==> src/rtl/systolic_ctrl.sv <==
`default_nettype none
// ============================================================================
// Module      : systolic_ctrl
// Description : Sequencer for the 2x2 systolic array. Accepts a start command,
//               streams operand vectors from two synchronous-read memories into
//               the array with a one-cycle lane skew, manages array clear and
//               enable, and returns the four accumulated results through a
//               valid/ready handshake.
// Revision    : 1.0 - initial release
// ============================================================================
module systolic_ctrl #(
    parameter int DATAWITH   = 16,
    parameter int ARRAY_SIZE = 2,
    parameter int ADDR_WIDTH = 8,
    parameter int K_WIDTH    = 8,
    parameter int MAX_K      = 12
) (
    input  logic                                     clk,
    input  logic                                     rst,
    input  logic                                     start,
    input  logic [K_WIDTH-1:0]                       k_len,
    input  logic [ADDR_WIDTH-1:0]                    a_base,
    input  logic [ADDR_WIDTH-1:0]                    b_base,
    output logic                                     a_rd,
    output logic                                     b_rd,
    output logic [ADDR_WIDTH-1:0]                    a_addr,
    output logic [ADDR_WIDTH-1:0]                    b_addr,
    input  logic [ARRAY_SIZE*DATAWITH-1:0]           a_rdata,
    input  logic [ARRAY_SIZE*DATAWITH-1:0]           b_rdata,
    output logic                                     arr_rst_n,
    output logic                                     arr_en,
    output logic [ARRAY_SIZE*DATAWITH-1:0]           arr_data,
    output logic [ARRAY_SIZE*DATAWITH-1:0]           arr_weight,
    input  logic [ARRAY_SIZE*ARRAY_SIZE*DATAWITH-1:0] arr_result,
    output logic                                     res_valid,
    input  logic                                     res_ready,
    output logic [ARRAY_SIZE*ARRAY_SIZE*DATAWITH-1:0] res_data,
    output logic                                     busy,
    output logic                                     err
);

    localparam logic [K_WIDTH-1:0] C_MAX_K      = K_WIDTH'(MAX_K);
    localparam logic [K_WIDTH-1:0] C_DRAIN_LAST = K_WIDTH'(2);
    localparam logic [K_WIDTH-1:0] C_ONE        = K_WIDTH'(1);

    typedef enum logic [2:0] {
        S_IDLE  = 3'd0,
        S_CLEAR = 3'd1,
        S_FEED  = 3'd2,
        S_DRAIN = 3'd3,
        S_HOLD  = 3'd4
    } state_t;

    state_t                  state_q, state_d;
    logic [K_WIDTH-1:0]      cnt_q, cnt_d;
    logic [K_WIDTH-1:0]      k_q;
    logic [ADDR_WIDTH-1:0]   a_base_q, b_base_q;
    logic                    k_ok, accept, reject, load_res, rd_en;
    logic                    err_q, arr_rst_n_q, rd_valid_q;
    logic [DATAWITH-1:0]     a_lane0_q, a_skew_q, a_lane1_q;
    logic [DATAWITH-1:0]     b_lane0_q, b_skew_q, b_lane1_q;
    logic [ARRAY_SIZE*ARRAY_SIZE*DATAWITH-1:0] res_data_q;

    // Longer runs would let the array's 4-bit enable counter wrap mid-accumulate.
    assign k_ok = (k_len != '0) && (k_len <= C_MAX_K);

    // State and phase counter register
    always_ff @(posedge clk) begin
        if (!rst) begin
            state_q <= S_IDLE;
            cnt_q   <= '0;
        end else begin
            state_q <= state_d;
            cnt_q   <= cnt_d;
        end
    end

    // Next-state, phase counting and per-state control outputs
    always_comb begin
        state_d   = state_q;
        cnt_d     = cnt_q;
        accept    = 1'b0;
        reject    = 1'b0;
        load_res  = 1'b0;
        rd_en     = 1'b0;
        arr_en    = 1'b0;
        res_valid = 1'b0;
        case (state_q)
            S_IDLE: begin
                cnt_d = '0;
                if (start) begin
                    if (k_ok) begin
                        accept  = 1'b1;
                        state_d = S_CLEAR;
                    end else begin
                        reject  = 1'b1;
                    end
                end
            end
            S_CLEAR: begin
                cnt_d   = '0;
                state_d = S_FEED;
            end
            S_FEED: begin
                // Two extra cycles beyond the reads let the lane pipeline fill.
                arr_en = 1'b1;
                rd_en  = (cnt_q < k_q);
                if (cnt_q == k_q + C_ONE) begin
                    cnt_d   = '0;
                    state_d = S_DRAIN;
                end else begin
                    cnt_d   = cnt_q + C_ONE;
                end
            end
            S_DRAIN: begin
                arr_en = 1'b1;
                if (cnt_q == C_DRAIN_LAST) begin
                    load_res = 1'b1;
                    cnt_d    = '0;
                    state_d  = S_HOLD;
                end else begin
                    cnt_d    = cnt_q + C_ONE;
                end
            end
            S_HOLD: begin
                res_valid = 1'b1;
                if (res_ready) begin
                    state_d = S_IDLE;
                end
            end
            default: begin
                state_d = S_IDLE;
            end
        endcase
    end

    // Command latch, reject pulse, array clear and result capture
    always_ff @(posedge clk) begin
        if (!rst) begin
            k_q         <= '0;
            a_base_q    <= '0;
            b_base_q    <= '0;
            err_q       <= 1'b0;
            arr_rst_n_q <= 1'b0;
            res_data_q  <= '0;
        end else begin
            if (accept) begin
                k_q      <= k_len;
                a_base_q <= a_base;
                b_base_q <= b_base;
            end
            err_q       <= reject;
            arr_rst_n_q <= (state_d != S_CLEAR);
            if (load_res) begin
                res_data_q <= arr_result;
            end
        end
    end

    // Operand pipeline: lane 0 one register after read data, lane 1 one more
    always_ff @(posedge clk) begin
        if (!rst) begin
            rd_valid_q <= 1'b0;
            a_lane0_q  <= '0;
            a_skew_q   <= '0;
            a_lane1_q  <= '0;
            b_lane0_q  <= '0;
            b_skew_q   <= '0;
            b_lane1_q  <= '0;
        end else begin
            rd_valid_q <= rd_en;
            a_lane0_q  <= rd_valid_q ? a_rdata[DATAWITH-1:0] : '0;
            a_skew_q   <= rd_valid_q ? a_rdata[2*DATAWITH-1:DATAWITH] : '0;
            a_lane1_q  <= a_skew_q;
            b_lane0_q  <= rd_valid_q ? b_rdata[DATAWITH-1:0] : '0;
            b_skew_q   <= rd_valid_q ? b_rdata[2*DATAWITH-1:DATAWITH] : '0;
            b_lane1_q  <= b_skew_q;
        end
    end

    assign a_rd       = rd_en;
    assign b_rd       = rd_en;
    assign a_addr     = rd_en ? (a_base_q + ADDR_WIDTH'(cnt_q)) : '0;
    assign b_addr     = rd_en ? (b_base_q + ADDR_WIDTH'(cnt_q)) : '0;
    assign arr_data   = {a_lane1_q, a_lane0_q};
    assign arr_weight = {b_lane1_q, b_lane0_q};
    assign arr_rst_n  = arr_rst_n_q;
    assign res_data   = res_data_q;
    assign busy       = (state_q != S_IDLE);
    assign err        = err_q;

endmodule
`default_nettype wire
==> config.mk <==
export PLATFORM = sky130hd
export DESIGN_NAME = systolic_ctrl
export DESIGN_NICKNAME = d
export VERILOG_FILES = /design/src/rtl/systolic_ctrl.sv
export SDC_FILE = /design/constraint.sdc
export NUM_CORES = 1
export LEC_CHECK = 0
export BUFFER_PORTS_ARGS = -buffer_cell sky130_fd_sc_hd__buf_4
export CAP_MARGIN = 5
export CELL_PAD_IN_SITES_DETAIL_PLACEMENT = 2
export CELL_PAD_IN_SITES_GLOBAL_PLACEMENT = 2
export CORE_UTILIZATION = 29
export DETAILED_ROUTE_END_ITERATION = 10
export PLACE_DENSITY = 0.81
export RECOVER_POWER = 100
export REMOVE_ABC_BUFFERS = 1
export SYNTH_ARGS = -nofsm -noshare
export SYNTH_HDL_FRONTEND = slang
export SYNTH_SLANG_ARGS = --single-unit
==> constraint.sdc <==
create_clock -name clk -period 7.45 [get_ports clk]
set_clock_uncertainty 0.05 [all_clocks]
set_input_delay 1.1175 -clock clk [delete_from_list [all_inputs] [get_ports clk]]
set_output_delay 1.1175 -clock clk [all_outputs]
set_load 0.05 [all_outputs]
==> impl_metrics.json, run 1 <==
{
  "fin_nets": 1241,
  "yosys.cell_types.count": 48,
  "die_height_um": 161,
  "synth_area_per_cell_um2": 9.37,
  "ant_nets": 0,
  "avgViaCountPerCell": 4.67,
  "final_area_um2": 9890,
  "synthCells": 781,
  "crit_family": "buffers and inverters",
  "finalWirelength_um": 24300,
  "antenna_found_initial": 0,
  "dr.pass1.iters": 4,
  "fin_crit_sh_pct": 61.9,
  "clk_latency_ps": 430,
  "powerDensity_nw_per_um2": 214,
  "vias": 6518,
  "numPlacedInstances": 1363,
  "dpl.hpwl_um": 17700,
  "drc": 0,
  "rrSetupSlack_ps": 4130,
  "drive_above_1_share_pct": 18.5,
  "finalSetupViolations": 0,
  "post_cts_buffers": 0,
  "fill_cells": 2881,
  "dpl-instance-area_um2": 9850,
  "grt_pass1_vias": 7084,
  "grt_util_all_layers_pct": 18.8,
  "slowest_delay_ps": 1720,
  "avgRoutedWirePerCell_um": 17.4,
  "synth_warnings": 0,
  "status": "complete, but fails checks",
  "synth_edf_count": 0,
  "fp-row-count": 57,
  "gp_congestion": 0.753,
  "stdcell_count": 1395,
  "period_minus_slack_ps": 4610,
  "async_reset_ff_share_pct": 0,
  "clockRootBuffer": "clkbuf_16",
  "clk_pin_slew_ps": 80,
  "required_ps": 7730,
  "cts_hold_buffers": 0,
  "min_path_type": "reg -> reg",
  "rsz0062_at_grt": "false",
  "netlist_area_um2": 7320,
  "drtIter0Drc": 303,
  "cp_cell_sequence": "clkbuf_1 > clkbuf_1 > clkinv_1 > buf_4 > nor4b_1",
  "max_freq_mhz": 217,
  "synth_ff_type": "dfxtp_1",
  "tightest_slew_ps": 2330,
  "path_buf_inv": 4,
  "failed_checks": "capacitance limit, slew limit",
  "numPortBuffers": 306,
  "path_common_cell": "clkbuf_1",
  "cp_max_fo": 89,
  "synth_seq_cells": 198,
  "core_um2": 24500,
  "slew_violations": 105,
  "seq_area_frac_synth_pct": 54.2,
  "maxSlewHeadroom_pct": -55.2,
  "cts_num_sinks": 198,
  "initial_core_util_pct": 29.8,
  "start_kind": "input port",
  "io_pins": 307,
  "cts_made_buffers": 17,
  "cts_max_level": 4,
  "die_x_um": 161,
  "cts_tree": "yes",
  "setup.worst_path.class": "in -> reg",
  "max_cap_viol_count": 2,
  "num_antenna_cells": 0,
  "cp-end-kind": "flop",
  "grt-ovfl-total": 0,
  "grt_max_degree": 90,
  "slowest_stage": "clkbuf_1",
  "final.setup.worst_slack_ps": 2840,
  "cts_resized": 0,
  "area_growth_pct": 35.1,
  "cp_data_arrival_time_ps": 4890,
  "grt_pass1_wl_um": 37900,
  "die-area_um2": 25900,
  "dpl_worst_slack_ps": 4020,
  "clock_path_buffers": 2,
  "finalHoldViolCount": 0,
  "p_leak_uw": 0.00427,
  "fin_setup_tns_ps": 0,
  "ir_worst_vdd_mv": 0.109
}
registers in the layout (all words and copies together) (netlist names):
name and cells:
arr_rst_n 1, rd_valid_q 1, state_q 3, k_q 8
cnt_q 8, res_data 64, a_skew_q 16, b_lane0_q 16
err 1, b_base_q 8, a_base_q 8, a_lane1_q 16
b_lane1_q 16, a_lane0_q 16, b_skew_q 16
logic make-up (layout without fill, tap and decap cells):
group | count (synthesis) | count (layout) | synth area share, %
AO/OA/AOI/OAI | 114 | 114 | 9.34
XOR/XNOR | 24 | 24 | 2.98
adder cells (fa/ha/maj) | 27 | 27 | 4.82
buffers and inverters | 70 | 360 | 3.90
flip-flops | 198 | 198 | 54.2
multiplexers | 20 | 20 | 2.74
AND/OR/NAND/NOR | 328 | 328 | 22.1
cell usage in the layout (no fill, tap or decap), types with 4 or more instances in the layout:
cell	n
nor2_1	44
mux2i_1	20
inv_1	16
buf_4	158
nand2b_1	6
o21ai_0	8
a21oi_1	72
a21o_1	9
clkinv_8	4
clkbuf_16	17
xor2_1	8
and2_0	22
inv_8	4
nand2_1	135
xnor2_1	15
nor3_1	5
ha_1	25
o21bai_1	4
clkbuf_1	153
dfxtp_1	198
nand3_1	7
and2_1	14
and3_1	71
worst paths after layout:
kind,from,to,depth (start not counted)
worst min-delay path,b_skew_q[12],b_lane1_q[12],1
worst min register to register,b_skew_q[12],b_lane1_q[12],1
worst max register to register,cnt_q[1],res_data[52],7
worst max-delay path,rst,state_q[1],5
cells in the mapped netlist, types with 4 or more instances:
cell	number	share of area, %
dfxtp_1	198	54
nand2_1	135	6.9
a21oi_1	72	4.9
and3_1	71	6.1
nor2_1	44	2.3
clkbuf_1	42	2.2
and2_1	36	3.1
ha_1	25	4.3
mux2i_1	20	2.7
inv_1	16	0.82
xnor2_1	15	1.8
a21o_1	9	0.92
buf_2	9	0.62
nand3_1	8	0.55
o21ai_0	8	0.55
xor2_1	8	0.96
nand2b_1	6	0.51
nor3_1	5	0.34
o21bai_1	4	0.41
where the power goes:
part	switching, µW	internal [µW]
clock	498	465
combinational	35.8	56.5
sequential	1.61	1060
layer usage:
layer	GRT usage, %	share of wire [%]	routed length, µm	vias to the layer above
li1	-	-	-	3153
met1	21.2	40	9850	3121
met2	33.2	50	12100	222
met3	6.69	8.4	2040	22
met4	5.45	1.5	366	0
met5	0	0	0	-
final cells by class:
class | instances | area, µm² | share of cell area [%]
flip-flops and latches | 198 | 3960 | 40.1
multi-input cells | 513 | 3070 | 31.1
clock inverters | 15 | 194 | 1.96
clock buffers | 17 | 425 | 4.30
repair buffers | 311 | 1760 | 17.8
inverters | 17 | 63.8 | 0.645
well taps | 324 | 405 | 4.10
through the flow:
step	utilization, %	hold slack, ps	total power [µW]
2_1_floorplan	-	362	1100
3_3_place_gp	40.1	363	1180
3_5_place_dp	40.1	372	1180
4_1_cts	42.7	393	2160
5_1_grt	40.3	406	2200
6_report	40.3	390	2120
No activity file was read; power rests on OpenSTA's default activity.
==> run 2: changes to the inputs <==
Settings changed: CORE_UTILIZATION 29 to 27, PLACE_DENSITY 0.81 to 0.76.
Clock period 7.45 ns to 4.4 ns, I/O delays scaled along.
==> run 2 against run 1 <==
The run ends with DRC, capacitance limit, slew limit left. Hold slack got worse by 4.2 ps. Combinational power grew 70%. Critical path depth is 3 higher. Sequential cell count did not move. Worst setup slack got worse by 2200 ps. Via count rose by 0.35%. First-iteration DRC count decreased by 13%. Total power is 72% higher. Final area is 0.54% higher. Routed wire length barely moved.
==> impl_metrics.json, run 2 (same netlist as run 1, synthesis figures left out) <==
{
  "die_height_um": 167,
  "switchingPower_uw": 947,
  "combPwrFrac_pct": 4.3,
  "powerDensity_nw_per_um2": 367,
  "finalWirelength_um": 24300,
  "area_growth_pct": 35.8,
  "core_um2": 26400,
  "antenna_found_initial": 0,
  "numPlacedInstances": 1376,
  "vias": 6541,
  "clockRootBuffer": "clkbuf_16",
  "seq_area_um2": 3960,
  "num_antenna_cells": 0,
  "die_x_um": 167,
  "fin_setup_tns_ps": 0,
  "dr_wl_met3_um": 2190,
  "final.setup.worst_slack_ps": 624,
  "power_frac_seq_pct": 49.3,
  "p_clk_share_pct": 46.4,
  "p_leak_uw": 0.00432,
  "tightest_slew_ps": 1730,
  "grt-ovfl-total": 0,
  "ir_worst_vdd_mv": 0.190,
  "cts_made_buffers": 17,
  "avgRoutedWirePerCell_um": 17.3,
  "drive_above_1_share_pct": 18.9,
  "clk_latency_ps": 440,
  "maxSlewHeadroom_pct": -15.4,
  "failed_checks": "DRC, capacitance limit, slew limit",
  "fin_nets": 1243,
  "gp_congestion": 0.726,
  "fp-row-count": 59,
  "cp_data_arrival_time_ps": 3070,
  "finalPower_uw": 3650,
  "cp_max_fo": 18,
  "drc": 23,
  "rsz0062_at_grt": "false",
  "finalHoldViolCount": 0,
  "status": "complete, but fails checks",
  "clk_pin_slew_ps": 90,
  "clock_path_buffers": 2,
  "grt_pass1_vias": 6959,
  "r2r_cells": 6,
  "initial_core_util_pct": 27.8,
  "die-area_um2": 27800,
  "fill_cells": 3018,
  "numPortBuffers": 306,
  "required_ps": 3690,
  "post_cts_buffers": 0,
  "layout_common_cells": "dfxtp_1 (198), buf_4 (161), clkbuf_1 (150), nand2_1 (135), a21oi_1 (72)",
  "wl_met2_um": 11700,
  "cts_hold_buffers": 0,
  "slew_violations": 155,
  "fin_crit_sh_pct": 85.8,
  "io_pins": 307,
  "cp-end-kind": "primary output",
  "dpl.hpwl_um": 17700,
  "period_minus_slack_ps": 3780,
  "max_freq_mhz": 265,
  "grt_max_degree": 107,
  "whs_ps": 386,
  "dpl_worst_slack_ps": 1350,
  "cts_tree": "yes",
  "avgViaCountPerCell": 4.65,
  "setup.worst_path.class": "reg -> out",
  "largest_reg_flops": 64,
  "highest_layer": "met4",
  "drtIter0Drc": 263,
  "drt-met1-wl_um": 9990,
  "grt_util_all_layers_pct": 17.5,
  "cts_resized": 0,
  "finalSetupViolations": 0,
  "power.internal_uw": 2700,
  "ant_nets": 0,
  "cts_max_level": 4,
  "whs_path_depth": 1,
  "switching_share_pct": 26.0,
  "min_path_type": "reg -> reg",
  "grt_pass1_wl_um": 38200,
  "layout_commonest_cell": "dfxtp_1",
  "dr.pass1.iters": 7,
  "multi_input_area_um2": 3070,
  "max_cap_viol_count": 2,
  "stdcell_count": 1408,
  "cts_num_sinks": 198,
  "start_kind": "flop"
}
-- run 2: cell types whose count changed in the layout (fill, tap and decap cells not counted), moves of 2 or more --
cell,before,now
inv_6,1,3
clkbuf_2,0,2
and2_1,14,24
clkinv_4,3,0
clkbuf_1,153,150
inv_8,4,1
inv_12,3,6
buf_4,158,161
and2_0,22,12
-- run 2: worst paths after layout --
check                                   from            end  slack (ps)
worst min register to register  a_skew_q[13]  a_lane1_q[13]         390
worst min-delay path            a_skew_q[13]  a_lane1_q[13]         390
worst max register to register      cnt_q[1]   res_data[55]        1210
worst max-delay path                cnt_q[1]      a_addr[5]         620
-- run 2: worst max-delay path, cell delays in order (launching register included) --
cell and delay, ps:
dfxtp_1 650, ha_1 320, nor2b_1 130, o21a_1 150
o21ai_0 150, a21oi_1 80, a31o_1 440, nor2_1 200
clkbuf_1 500
-- run 2: final cells by class --
class	count	area share, %
well taps	335	4.22
inverters	17	0.642
clock inverters	15	2.22
flip-flops and latches	198	39.9
repair buffers	313	17.9
clock buffers	17	4.28
multi-input cells	513	30.8
-- run 2: through the flow --
step                      cell area, µm²  utilization [%]
after floorplan                     7100                -
after global placement              9870             37.5
after detailed placement            9870             37.5
after CTS                          10500             39.9
after global routing                9940             37.7
final                               9940             37.7
-- run 2: power by group through the flow --
| stage | sequential, µW | combinational (µW) | clock [µW] |
|---|---|---|---|
| 2_1_floorplan | 1840 | 23.9 | 0 |
| 3_3_place_gp | 1840 | 160 | 0 |
| 3_5_place_dp | 1840 | 163 | 0 |
| 4_1_cts | 1800 | 163 | 1760 |
| 5_1_grt | 1800 | 171 | 1830 |
| 6_report | 1800 | 157 | 1690 |
-- run 2: routing by layer --
metal	vias to the layer above	global-route usage [%]
li1	3158	-
met1	3130	20.8
met2	229	29.8
met3	24	5.94
met4	0	5.07
met5	-	0
